`config.mk`:
```
export PLATFORM = sky130hd
export DESIGN_NAME = systolic_operand_feeder
export DESIGN_NICKNAME = d
export VERILOG_FILES = /design/src/rtl/systolic_operand_feeder.sv
export SDC_FILE = /design/constraint.sdc
export NUM_CORES = 1
export LEC_CHECK = 0
export ABC_AREA = 1
export CAP_MARGIN = 20
export CORE_ASPECT_RATIO = 0.75
export CORE_MARGIN = 4
export CORE_UTILIZATION = 50
export CTS_CLUSTER_DIAMETER = 100
export CTS_CLUSTER_SIZE = 30
export DETAILED_ROUTE_END_ITERATION = 8
export HOLD_SLACK_MARGIN = 0.03
export PLACE_DENSITY = 0.71
export RECOVER_POWER = 25
export SLEW_MARGIN = 20
export SYNTH_ARGS = -nofsm -noshare
export SYNTH_HDL_FRONTEND = slang
export SYNTH_SLANG_ARGS = --single-unit
```
`constraint.sdc`:
```
create_clock -name clk -period 9.6 [get_ports clk]
set_input_delay 1.44 -clock clk [delete_from_list [all_inputs] [get_ports clk]]
set_output_delay 1.44 -clock clk [all_outputs]
set_load 0.01 [all_outputs]
```
`src/rtl/systolic_operand_feeder.sv`:
```
// Operand feeder for a row of MAC PEs: buffers A/B/C vector beats in a FIFO and
// drives them out as a diagonal wavefront, lane i delayed by i cycles.
module systolic_operand_feeder #(
    parameter int REG_WIDTH  = 16,
    parameter int LANES      = 4,
    parameter int FIFO_DEPTH = 8,
    parameter int LEN_W      = 8
) (
    input  logic                       clk,
    input  logic                       rst_n,
    input  logic                       start,
    input  logic [LEN_W-1:0]           cfg_len,
    output logic                       busy,
    output logic                       done,
    input  logic                       in_valid,
    output logic                       in_ready,
    input  logic [LANES*REG_WIDTH-1:0] in_a,
    input  logic [LANES*REG_WIDTH-1:0] in_b,
    input  logic [LANES*REG_WIDTH-1:0] in_c,
    output logic [LANES*REG_WIDTH-1:0] out_a_n_1,
    output logic [LANES*REG_WIDTH-1:0] out_b_n_1,
    output logic [LANES*REG_WIDTH-1:0] out_c_n_1,
    output logic [LANES-1:0]           out_valid
);
    localparam int DW    = LANES * REG_WIDTH;
    localparam int LW    = 3 * REG_WIDTH + 1;
    localparam int PTR_W = $clog2(FIFO_DEPTH);
    localparam int OCC_W = PTR_W + 1;
    localparam int CNT_W = (LANES > 1) ? $clog2(LANES) : 1;

    typedef enum logic [1:0] {S_IDLE, S_STREAM, S_DRAIN} state_t;

    state_t            state_q, state_d;
    logic [LEN_W-1:0]  beats_left_q, beats_left_d;
    logic [CNT_W-1:0]  drain_cnt_q, drain_cnt_d;
    logic              done_q, done_d;

    logic [3*DW-1:0]   mem_q [FIFO_DEPTH];
    logic [PTR_W-1:0]  wr_ptr_q, wr_ptr_d, rd_ptr_q, rd_ptr_d;
    logic [OCC_W-1:0]  count_q, count_d;
    logic              push, pop, fifo_empty, fifo_full;
    logic [3*DW-1:0]   rd_data;

    logic [LANES-1:0][LW-1:0] stage_in;

    assign fifo_empty = (count_q == '0);
    assign fifo_full  = (count_q == OCC_W'(FIFO_DEPTH));
    assign push       = in_valid && !fifo_full;
    assign rd_data    = mem_q[rd_ptr_q];

    always_comb begin
        wr_ptr_d = wr_ptr_q + PTR_W'(push);
        rd_ptr_d = rd_ptr_q + PTR_W'(pop);
        count_d  = count_q + OCC_W'(push) - OCC_W'(pop);
    end

    // NOTE: sequential state uses non-blocking assignments so every flop samples pre-edge values.
    always_ff @(posedge clk or negedge rst_n) begin
        if (!rst_n) begin
            wr_ptr_q <= '0;
            rd_ptr_q <= '0;
            count_q  <= '0;
        end else begin
            wr_ptr_q <= wr_ptr_d;
            rd_ptr_q <= rd_ptr_d;
            count_q  <= count_d;
        end
    end

    // NOTE: storage is not reset; the occupancy counter alone decides what is readable.
    always_ff @(posedge clk) begin
        if (push) begin
            mem_q[wr_ptr_q] <= {in_c, in_b, in_a};
        end
    end

    always_ff @(posedge clk or negedge rst_n) begin
        if (!rst_n) begin
            state_q      <= S_IDLE;
            beats_left_q <= '0;
            drain_cnt_q  <= '0;
            done_q       <= 1'b0;
        end else begin
            state_q      <= state_d;
            beats_left_q <= beats_left_d;
            drain_cnt_q  <= drain_cnt_d;
            done_q       <= done_d;
        end
    end

    // NOTE: every signal gets a default before the case so no path leaves it unassigned (no latch).
    always_comb begin
        state_d      = state_q;
        beats_left_d = beats_left_q;
        drain_cnt_d  = drain_cnt_q;
        done_d       = 1'b0;
        pop          = 1'b0;
        case (state_q)
            S_IDLE: begin
                if (start) begin
                    if (cfg_len != '0) begin
                        state_d      = S_STREAM;
                        beats_left_d = cfg_len;
                    end else begin
                        done_d = 1'b1;
                    end
                end
            end
            S_STREAM: begin
                if (!fifo_empty && beats_left_q != '0) begin
                    pop          = 1'b1;
                    beats_left_d = beats_left_q - LEN_W'(1);
                    if (beats_left_q == LEN_W'(1)) begin
                        if (LANES == 1) begin
                            state_d = S_IDLE;
                            done_d  = 1'b1;
                        end else begin
                            state_d     = S_DRAIN;
                            drain_cnt_d = CNT_W'(LANES - 1);
                        end
                    end
                end
            end
            S_DRAIN: begin
                if (drain_cnt_q <= CNT_W'(1)) begin
                    state_d     = S_IDLE;
                    drain_cnt_d = '0;
                    done_d      = 1'b1;
                end else begin
                    drain_cnt_d = drain_cnt_q - CNT_W'(1);
                end
            end
            default: state_d = S_IDLE;
        endcase
    end

    always_comb begin
        busy     = (state_q != S_IDLE);
        done     = done_q;
        in_ready = !fifo_full;
    end

    // Bubbles enter as all-zero words so idle lanes drive zeros downstream.
    always_comb begin
        stage_in = '0;
        if (pop) begin
            for (int i = 0; i < LANES; i++) begin
                stage_in[i] = {1'b1,
                               rd_data[2*DW + i*REG_WIDTH +: REG_WIDTH],
                               rd_data[DW   + i*REG_WIDTH +: REG_WIDTH],
                               rd_data[       i*REG_WIDTH +: REG_WIDTH]};
            end
        end
    end

    for (genvar g = 0; g < LANES; g++) begin : g_lane
        logic [LW-1:0] sr_q [g+1];
        logic [LW-1:0] sr_d [g+1];

        always_comb begin
            sr_d[0] = stage_in[g];
            for (int k = 1; k <= g; k++) begin
                sr_d[k] = sr_q[k-1];
            end
        end

        always_ff @(posedge clk or negedge rst_n) begin
            if (!rst_n) begin
                for (int k = 0; k <= g; k++) begin
                    sr_q[k] <= '0;
                end
            end else begin
                sr_q <= sr_d;
            end
        end

        assign out_a_n_1[g*REG_WIDTH +: REG_WIDTH] = sr_q[g][REG_WIDTH-1:0];
        assign out_b_n_1[g*REG_WIDTH +: REG_WIDTH] = sr_q[g][2*REG_WIDTH-1:REG_WIDTH];
        assign out_c_n_1[g*REG_WIDTH +: REG_WIDTH] = sr_q[g][3*REG_WIDTH-1:2*REG_WIDTH];
        assign out_valid[g]                        = sr_q[g][LW-1];
    end

endmodule

```
==> qor.yml <==
cells_and_area:
  area_growth_pct: 10.6
  multi_input_area_um2: 13300
  nNetsFinal: 5845
  final_util_pct: 56.0
  regArea_um2: 58800
  finalInstanceArea_um2: 81700
  fillers: 11400
  drive_gt1_share_pct: 2.83
global_routing:
  grt_max_degree: 264
  grt-ovfl-total: 0
  grt_pass1_vias: 41000
  track_usage_pct: 21.2
  antenna_found_initial: 50
  grt_pass1_wl_mm: 251
synthesis:
  syn-num-nets: 5635
  synth.avg_cell_area_um2: 13.6
  yosysTopAreaCell: "edfxtp_1"
  async_flop_share_pct: 24.8
  yosys.cell_count.top_type: "nand2_1"
  synthDistinctLibCells: 26
  synth_edf_count: 1536
  synth_commonest_cells: "nand2_1, edfxtp_1, nand3_1"
  yosys.area.top_type_share_pct: 62.4
  yosysWarnings: 0
  synthesis.area_um2: 73900
  synth-main-ff-cell: "edfxtp_1"
  syn_inst: 5418
  synth_seq_area_share_pct: 79.5
  synth_area_leaders: "edfxtp_1, dfrtp_1, nand2_1, nand3_1, a21oi_1"
  ys_ff_latch: 2043
sta:
  max_freq_mhz: 172
  skew_ps: 24.4
  whs_ps: 344
  max-slew-margin-rel_pct: -223
  period_share_pct: 60.6
  fin_crit_ps: 5820
  slew_viol_final: 81
  setup_viol: 0
  tightest_slew_ps: 4840
  rsz0062_at_grt: "no"
  hold_viol: 0
  postLayoutSetupSlackWorst_ps: 3780
placed_design:
  post-place-ws_ps: 4750
  post_dp_cell_area_um2: 79400
  place_congestion: 0.782
  dp_hpwl_mm: 83.0
  port_buffers: 402
cts:
  numCtsBuffers: 78
  root_buffer: "clkbuf_16"
  clkLatencyLatePin_ps: 730
  clockBufferDepth: 3
  clk_pin_slew_ps: 110
  htreeDepth: 3
  holdBufCountCts: 0
  cts_resized: 0
  cts_tree: "yes"
  clock-sinks: 2043
  post_cts_buffers: 0
die:
  die_area_um2: 154000
  coreArea_um2: 146000
  core.rowCount: 121
  initial_core_util_pct: 50.6
  ios: 403
  fp.dieH_um: 341
  die_w_um: 452
routing:
  wl_per_cell_um: 21.5
  drt-total-wl_mm: 165
  wl_met1_mm: 69.9
  postRouteAntennaNets: 0
  vias: 42200
  dr.max_layer_used: "met5"
  drtPass1Iterations: 5
  wl_met2_mm: 80.2
  drc_errors: 0
  drtIter0Drc: 4296
  vias_per_cell: 5.49
  routed-wl-met3_mm: 11.9
hold_path:
  hold_path_end: "g_lane[3].sr_d[81]"
  min_path_type: "reg2reg"
  worstHoldPathCells: 0
  holdCritStartpoint: "g_lane[3].sr_d[130]"
run:
  maxCapViolCount: 1
setup_path:
  r2r-end: "g_lane[3].sr_d[122]"
  path_cells: "clkbuf_1"
  crit_family: "buffers and inverters"
  cp-start-kind: "input port"
  crit_arrival_ps: 4840
  worstPathRequired_ps: 8610
  rrSetupSlack_ps: 5080
  crit_path_top_delay_cell: "clkbuf_1"
  reg2regPathDepth: 7
  r2r-start: "rd_ptr_q[0]"
  cpPeakStageDelay_ps: 3340
  worstSetupPathType: "in2async"
  end_kind: "async pin"
  path_max_fanout: 83
  worst-path-buf-inv: 1
outcome:
  violations: "capacitance limit, slew limit"
  status: "complete, but fails checks"
power:
  ir_drop_uv: 224
  p_per_area_nw_per_um2: 292
  power_leakage_nw: 29.7
## state kept, by name, summed over array words and instances, names as in the netlist, 3 cells and up
register      count
count_q           4
beats_left_q      8
out_b_n_1        48
g_lane.sr_d     288
out_c_n_1        48
out_valid         3
out_a_n_1        48
g_lane.sr_q      49
wr_ptr_q          3
mem_q          1536
rd_ptr_q          3
## report_power, final
| part | internal, W | switching, W | total [W] |
|---|---|---|---|
| clock | 0.00164 | 0.00252 | 0.00416 |
| combinational | 0.00234 | 0.00521 | 0.00755 |
| sequential | 0.0115 | 0.000667 | 0.0121 |
| total | 0.0154 | 0.00840 | 0.0238 |
## per-layer routing
layer | vias up | GRT usage, %
met5 | - | 0
met1 | 21100 | 30.1
met2 | 1429 | 34.3
li1 | 19400 | -
met3 | 233 | 3.96
met4 | 22 | 4.99
## cells by family after synthesis
group	count (synthesis)	synth area share, %
AO/OA/AOI/OAI	402	2.72
buffers and inverters	355	2.58
AND/OR/NAND/NOR	2601	14.9
flip-flops	2043	79.5
adder cells (fa/ha/maj)	13	0.230
XOR/XNOR	4	0.0474
## layout by cell type, fill, tap and decap left out, drive strengths merged
master	n
o21ai	14
dlygate4sd3	99
diode	21
clkbuf	138
nor2	29
dfrtp	507
xor2	3
a21oi	388
nand4	2
nand3	786
inv	34
ha	12
buf	53
edfxtp	1536
clkinv	3
nor3	192
or2	3
fa	1
nand2	1589
clkdlybuf4s50	302
xnor2	1
## area by class of cell
type                       instances  share of cell area (%)
antenna                           21                  0.0643
tap                             1968                    3.01
inverter                          30                   0.176
timing repair buffer             455                    5.70
clock buffer                     137                    2.75
sequential                      2043                    72.0
clock inverter                     7                  0.0796
multi-input combinational       3020                    16.3
## through the flow
step	std cells	TNS (ps)	total power [W]
2_1_floorplan	5418	-1318240	0.0173
4_1_cts	7659	0	0.0240
6_report	7681	0	0.0238
5_1_grt	7670	0	0.0252
3_3_place_gp	7515	0	0.0197
3_5_place_dp	7515	0	0.0199
## how the worst max path moves through the flow
stage                startpoint                  end  slack (ps)  cells after the start
floorplan              in_valid          mem_q[0][0]        -930                      3
global placement       in_valid         mem_q[6][22]        4770                      6
detailed placement     in_valid        mem_q[6][136]        4750                      6
CTS                 rd_ptr_q[0]  g_lane[3].sr_d[122]        5160                      7
global route              rst_n          rd_ptr_q[0]        2720                      1
finish                    rst_n          rd_ptr_q[0]        3780                      1
Power figures use the tool's default switching activity.
